<file path="src/rtl/ps2_host_tx.sv">
// rtl/ps2_host_tx.sv - PS/2 host-to-device command transmitter
// Inhibits the bus, issues a start bit, shifts a byte plus odd parity on device clocks, checks the ack.
module ps2_host_tx #(
  parameter int INHIBIT_CYCLES = 10000,
  parameter int TIMEOUT_CYCLES = 2000000
) (
  input  logic       clk,
  input  logic       rst,
  input  logic [7:0] tx_data,
  input  logic       tx_valid,
  output logic       tx_ready,
  input  logic       ps2_clk_i,
  input  logic       ps2_data_i,
  output logic       ps2_clk_oe,
  output logic       ps2_data_oe,
  output logic       tx_done,
  output logic       tx_err
);

  localparam logic [2:0] IDLE      = 3'd0;
  localparam logic [2:0] INHIBIT   = 3'd1;
  localparam logic [2:0] RELEASE   = 3'd2;
  localparam logic [2:0] BITS      = 3'd3;
  localparam logic [2:0] ACK       = 3'd4;
  localparam logic [2:0] WAIT_IDLE = 3'd5;

  localparam int INH_W = $clog2(INHIBIT_CYCLES + 1);
  localparam int TO_W  = $clog2(TIMEOUT_CYCLES + 1);

  logic [1:0]       clkSyncR;
  logic [1:0]       dataSyncR;
  logic             clkPrev;
  logic             clkS;
  logic             dataS;
  logic             fell;

  logic [2:0]       state;
  logic [INH_W-1:0] inhCnt;
  logic [TO_W-1:0]  toCnt;
  logic [8:0]       shiftR;
  logic [3:0]       edgeCnt;
  logic             dataOeR;
  logic             ackOk;
  logic             doneR;
  logic             errR;
  logic             toActive;
  logic             timedOut;

  // Synchronizers reset to 1 so an idle (pulled-up) bus never looks like an edge.
  always_ff @(posedge clk or negedge rst) begin
    if (!rst) begin
      clkSyncR  <= 2'b11;
      dataSyncR <= 2'b11;
      clkPrev   <= 1'b1;
    end else begin
      clkSyncR  <= {clkSyncR[0], ps2_clk_i};
      dataSyncR <= {dataSyncR[0], ps2_data_i};
      clkPrev   <= clkSyncR[1];
    end
  end

  assign clkS  = clkSyncR[1];
  assign dataS = dataSyncR[1];
  assign fell  = clkPrev & ~clkS;

  assign toActive = (state == RELEASE) || (state == BITS) ||
                    (state == ACK) || (state == WAIT_IDLE);
  assign timedOut = toActive && (toCnt == TO_W'(TIMEOUT_CYCLES - 1));

  always_ff @(posedge clk or negedge rst) begin
    if (!rst) begin
      state   <= IDLE;
      inhCnt  <= '0;
      toCnt   <= '0;
      shiftR  <= '0;
      edgeCnt <= '0;
      dataOeR <= 1'b0;
      ackOk   <= 1'b0;
      doneR   <= 1'b0;
      errR    <= 1'b0;
    end else begin
      doneR <= 1'b0;
      errR  <= 1'b0;
      if (toActive && toCnt != TO_W'(TIMEOUT_CYCLES))
        toCnt <= toCnt + TO_W'(1);

      // Timeout wins over any edge arriving in the same cycle.
      if (timedOut) begin
        state   <= IDLE;
        dataOeR <= 1'b0;
        errR    <= 1'b1;
      end else begin
        case (state)
          IDLE: begin
            if (tx_valid) begin
              shiftR <= {~^tx_data, tx_data};
              inhCnt <= '0;
              toCnt  <= '0;
              state  <= INHIBIT;
            end
          end
          INHIBIT: begin
            if (inhCnt == INH_W'(INHIBIT_CYCLES - 1)) begin
              dataOeR <= 1'b1;
              state   <= RELEASE;
            end else if (inhCnt != INH_W'(INHIBIT_CYCLES)) begin
              inhCnt <= inhCnt + INH_W'(1);
            end
          end
          RELEASE: begin
            edgeCnt <= '0;
            state   <= BITS;
          end
          BITS: begin
            // Ones shift in behind parity, so the tenth edge releases data for the stop bit.
            if (fell) begin
              dataOeR <= ~shiftR[0];
              shiftR  <= {1'b1, shiftR[8:1]};
              if (edgeCnt == 4'd9) begin
                state <= ACK;
              end else begin
                edgeCnt <= edgeCnt + 4'd1;
              end
            end
          end
          ACK: begin
            if (fell) begin
              ackOk <= ~dataS;
              state <= WAIT_IDLE;
            end
          end
          WAIT_IDLE: begin
            if (clkS && dataS) begin
              doneR <= ackOk;
              errR  <= ~ackOk;
              state <= IDLE;
            end
          end
          default: state <= IDLE;
        endcase
      end
    end
  end

  assign tx_ready    = (state == IDLE);
  assign ps2_clk_oe  = (state == INHIBIT);
  assign ps2_data_oe = dataOeR;
  assign tx_done     = doneR;
  assign tx_err      = errR;

endmodule

</file>
<file path="config.mk">
export PLATFORM = sky130hd
export DESIGN_NAME = ps2_host_tx
export DESIGN_NICKNAME = d
export VERILOG_FILES = /design/src/rtl/ps2_host_tx.sv
export SDC_FILE = /design/constraint.sdc
export NUM_CORES = 1
export LEC_CHECK = 0
export ABC_CLOCK_PERIOD_IN_PS = 4050
export CELL_PAD_IN_SITES_DETAIL_PLACEMENT = 1
export CELL_PAD_IN_SITES_GLOBAL_PLACEMENT = 2
export CORE_ASPECT_RATIO = 2
export CORE_MARGIN = 2
export CORE_UTILIZATION = 42
export CTS_CLUSTER_SIZE = 14
export DETAILED_ROUTE_END_ITERATION = 10
export GPL_TIMING_DRIVEN = 0
export PLACE_DENSITY_LB_ADDON = 0.1
export SYNTH_ARGS = -nofsm -noshare
export SYNTH_HDL_FRONTEND = slang
export SYNTH_SLANG_ARGS = --single-unit
</file>
<file path="constraint.sdc">
create_clock -name clk -period 4.05 [get_ports clk]
set_input_delay 0.81 -clock clk [delete_from_list [all_inputs] [get_ports clk]]
set_output_delay 0.81 -clock clk [all_outputs]
set_load 0.05 [all_outputs]
</file>
==> impl_summary.md <==
Yosys
In the post-synthesis netlist, the biggest area contributors are dfrtp_1 42%, mux2_2 5.4%, xnor2_1 5.3%, dfstp_2 4.0%, nor2_1 3.1%. The async set or reset register ratio after synthesis is 100.0%. The part of the Yosys area used for sequential elements is between 40% and 50%.

The number of different library cells used by synthesis comes to 59. The main flop type after synthesis is dfrtp_1. The library cell occupying the most area in the post-synthesis netlist is dfrtp_1.

The count of flip-flops with a built-in enable after synthesis is 0. The cell count after synthesis came out at 328. The synthesized netlist occupies a cell area of 3307 µm².

The top cell type by area accounts for between 40% and 50% of the synthesized area. The number of nets in the synthesized netlist is 347. The average instance area after synthesis is 10.08 µm². Yosys printed 0 warnings.

Counting flops and latches in the post-synthesis netlist gives 60.

Worst setup path
The cell count of the worst reg-to-reg path is 8. The last element of the critical path is ps2_clk_oe. The cell at the slowest stage of the critical path is clkdlybuf4s50_1. The start of the worst register-to-register path is inhCnt[0]$_DFFE_PN0P_. Walking the worst path, the cells encountered are clkbuf_2, nor2b_1, nand2b_1, inv_1, clkdlybuf4s50_1. STA puts the critical path data required time at 3.24 ns.

STA classifies the critical path startpoint as a flop. The arrival time of the worst setup path is 2.20 ns. The largest driver fanout on the critical path is 7. The setup slack on the worst flop-to-flop path is 1.30 ns. The stage delay of the slowest cell on the critical path is 0.82 ns.

The endpoint kind of the worst setup timing path is a primary output. The most critical setup path has its startpoint at state[2]$_DFFE_PN0P_. The capture instance of the worst register-to-register path is inhCnt[11]$_DFFE_PN0P_. By startpoint and endpoint, the worst setup path is classified as flop to primary output.

Cells and area
Leaving out fill and tap cells, the most frequent cells in the layout are 55 x dfrtp_1, 27 x nor2_1, 21 x nand2_1, 20 x xnor2_1, 17 x nand3_1. The share of final-layout standard cells stronger than drive strength 1 is between 15 and 20%. The repair_antennas step left the layout with diodes totalling 0. Leaving out fill and tap cells, the most frequent cell in the layout is dfrtp_1. The final-stage net count is roughly 380. Measured on the finished design, the core utilization comes to 51.26%. The area growth from synthesis to layout is 17.82%.

Timing
The total count of hold-check failures in the final report was 0. The worst path in the final design needs a cycle of 3.013 ns, including I/O delays and setup. The maximum operating frequency is 331.9 MHz. Across all hold checks on the routed design, the worst slack comes to 0.3527 ns. The share of the clock period used by the worst path is 74.39%. Setup repair after global routing left no endpoint under its margin. Setup total negative slack on the finished layout was measured at 0 ns. The worst max-slew margin expressed relative to the limit is about 47%. The setup skew after layout is about 0.0056 ns. The pin slew with the least headroom to its limit is 0.7939 ns. The count of pins over their slew limit came to 0. The number of failing setup endpoints in the final timing report is 0.

Die
Once the floorplan was initialized, standard cells occupied 43.51% of the core. The floorplan step defined a core boundary enclosing 7601 µm². 18 I/O pins were placed. From bottom edge to top edge, the die measures approximately 130 µm.

The floorplan has between 40 and 50 rows. The floorplan step defined a die boundary enclosing 8643 µm². Measured along the x axis, the die boundary spans 66.75 µm.

Route
The total via count after detailed routing is 2,587. The number of iterations in the first detailed-routing pass is 3. The detailed router finished its first iteration with 48 violations. The detail route stage leaves a number of antenna-violating nets equal to 0. Dividing the detail-routed via count by the number of cells gives 5.686. The final wirelength is 8551 µm.

After detailed routing, the number of remaining DRC violations is 0. The average wire per cell in the routed design is about 19 µm.

Clock network
CTS placed an instance of clkbuf_16 at the clock tree root. The clock passes through at most 2 buffers. The insertion delay of the later-clocked pin in the worst-skew pair is between 0.3 and 0.4 ns. The CTS H-tree depth is 3. After clock tree synthesis, the clock-pin slew on the worst setup and hold paths is roughly 0.05 ns. TritonCTS built the clock tree. The hold buffer count at cts is 0. The post-CTS setup repair buffer count is 0. For this design, the sink count on the clock tree is 60. The post-cts repair resize count is 0.

TritonCTS created 9 clock buffers.

Global routing
For this run the aggregate overflow at the end of global routing stands at 0. The via count of the first global-routing pass came to ~2,900. The initial antenna violation count is 0. Entering global routing, the biggest net connects 61 pins.

The global-route usage over all layers is 22.77%. The first global-routing pass estimated roughly 15,000 µm of wire.

Power
The ratio of total power to cell area is 507.3 nW/µm². The total power draw is 1976 µW. The worst-case vdd ir drop is between 0.0003 and 0.0004 V. The leakage power figure is 0.001599 µW.

Placement
The HPWL after detailed placement is 6245 µm. Buffers placed on the I/O ports in this run total 17. At the end of routability-driven placement, the weighted congestion stood at 0.7688.

Min path
The tightest min-delay check is of the flop to flop type.

Run status
The run finished with clean final reports.

Run
Max-cap violations in this run came to 0.
worst min path at each step:
| stage | start | endpoint | depth (start not counted) |
|---|---|---|---|
| final | dataSyncR[0]$_DFF_PN1_ | dataSyncR[1]$_DFF_PN1_ | 0 |
| after global routing | dataSyncR[0]$_DFF_PN1_ | dataSyncR[1]$_DFF_PN1_ | 0 |
| after CTS | dataSyncR[0]$_DFF_PN1_ | dataSyncR[1]$_DFF_PN1_ | 0 |
| after detailed placement | dataSyncR[0]$_DFF_PN1_ | dataSyncR[1]$_DFF_PN1_ | 0 |
| after global placement | dataSyncR[0]$_DFF_PN1_ | dataSyncR[1]$_DFF_PN1_ | 0 |
| after floorplan | clkSyncR[0]$_DFF_PN1_ | clkSyncR[1]$_DFF_PN1_ | 0 |
kinds of logic (layout without fill, tap and decap cells):
family                   count (synthesis)  in the layout  synth area share, %
AO/OA/AOI/OAI                           59             59                12.64
XOR/XNOR                                26             26                6.886
adder cells (fa/ha/maj)                  6              6                2.270
buffers and inverters                   26             59                3.897
flip-flops                              60             60                45.59
multiplexers                            19             19                6.356
AND/OR/NAND/NOR                        132            132                22.36
registers in the layout, indices dropped and copies added, names as in the netlist:
register and cells:
toCnt 21, clkSyncR 2, tx_err 1, ps2_data_oe 1, edgeCnt 4, shiftR 9, state 3, ackOk 1
tx_done 1, dataSyncR 2, clkPrev 1, inhCnt 14
final cells by class:
| cell class | count | area, µm² |
|---|---|---|
| fillers | 847 | 3705 |
| multi-input cells | 242 | 1670 |
| flip-flops and latches | 60 | 1508 |
| clock buffers | 12 | 256.5 |
| repair buffers | 17 | 167.7 |
| well taps | 94 | 117.6 |
| plain buffers | 14 | 83.83 |
| clock inverters | 4 | 47.55 |
| inverters | 12 | 45.04 |
stage by stage:
stage / area, µm² / worst slack (ns) / instances
finish: 3896 / 1.037 / 455
global route: 3896 / 0.9021 / 455
CTS: 3896 / 0.9912 / 455
detailed placement: 3592 / 1.074 / 439
global placement: 3595 / 0.1111 / 439
floorplan: 3307 / 1.350 / 328
critical path: cells and delay by family, from the launching register on:
kind | cells | cell delay, ns
AND/OR/NAND/NOR | 2 | 0.38
flip-flops | 1 | 0.35
buffers and inverters | 3 | 1.13
routing by layer:
metal | GRT usage, % | up-vias | part of all wire, %
met5 | 0 | - | 0
met4 | 9.004 | 0 | 2.0
met3 | 4.948 | 11 | 1.9
met2 | 43.76 | 21 | 59
met1 | 22.75 | 1304 | 37
li1 | - | 1251 | -
Yosys cell counts (2+ instances only):
cell type and n:
inv_1 12, xor2_1 6, xnor2_1 20, o21ai_0 13, o211ai_1 8, mux2_2 16, buf_1 2, nand2_1 21
a21oi_1 9, nand4b_1 2, nor4_1 5, nor4bb_1 2, and2_1 2, or3_1 7, nand3_1 17, clkbuf_8 2
o31ai_1 7, buf_2 2, nor2b_1 2, a31o_2 2, dfstp_2 5, a32oi_1 2, or4_1 5, dfrtp_1 55
nor3_1 13, nand4_1 8, and3b_1 2, o41ai_1 2, nand2b_1 3, clkbuf_1 6, ha_1 6, mux2i_1 3
and3_1 4, nor2_1 27, and4_1 3, o21a_1 4
report_power, final:
part	switching [µW]	internal, µW	leakage, µW
sequential	116	712	0.000777
clock	267	507	0.000149
combinational	209	166	0.000673
total	592	1380	0.00160
No activity file was read; power rests on OpenSTA's default activity.
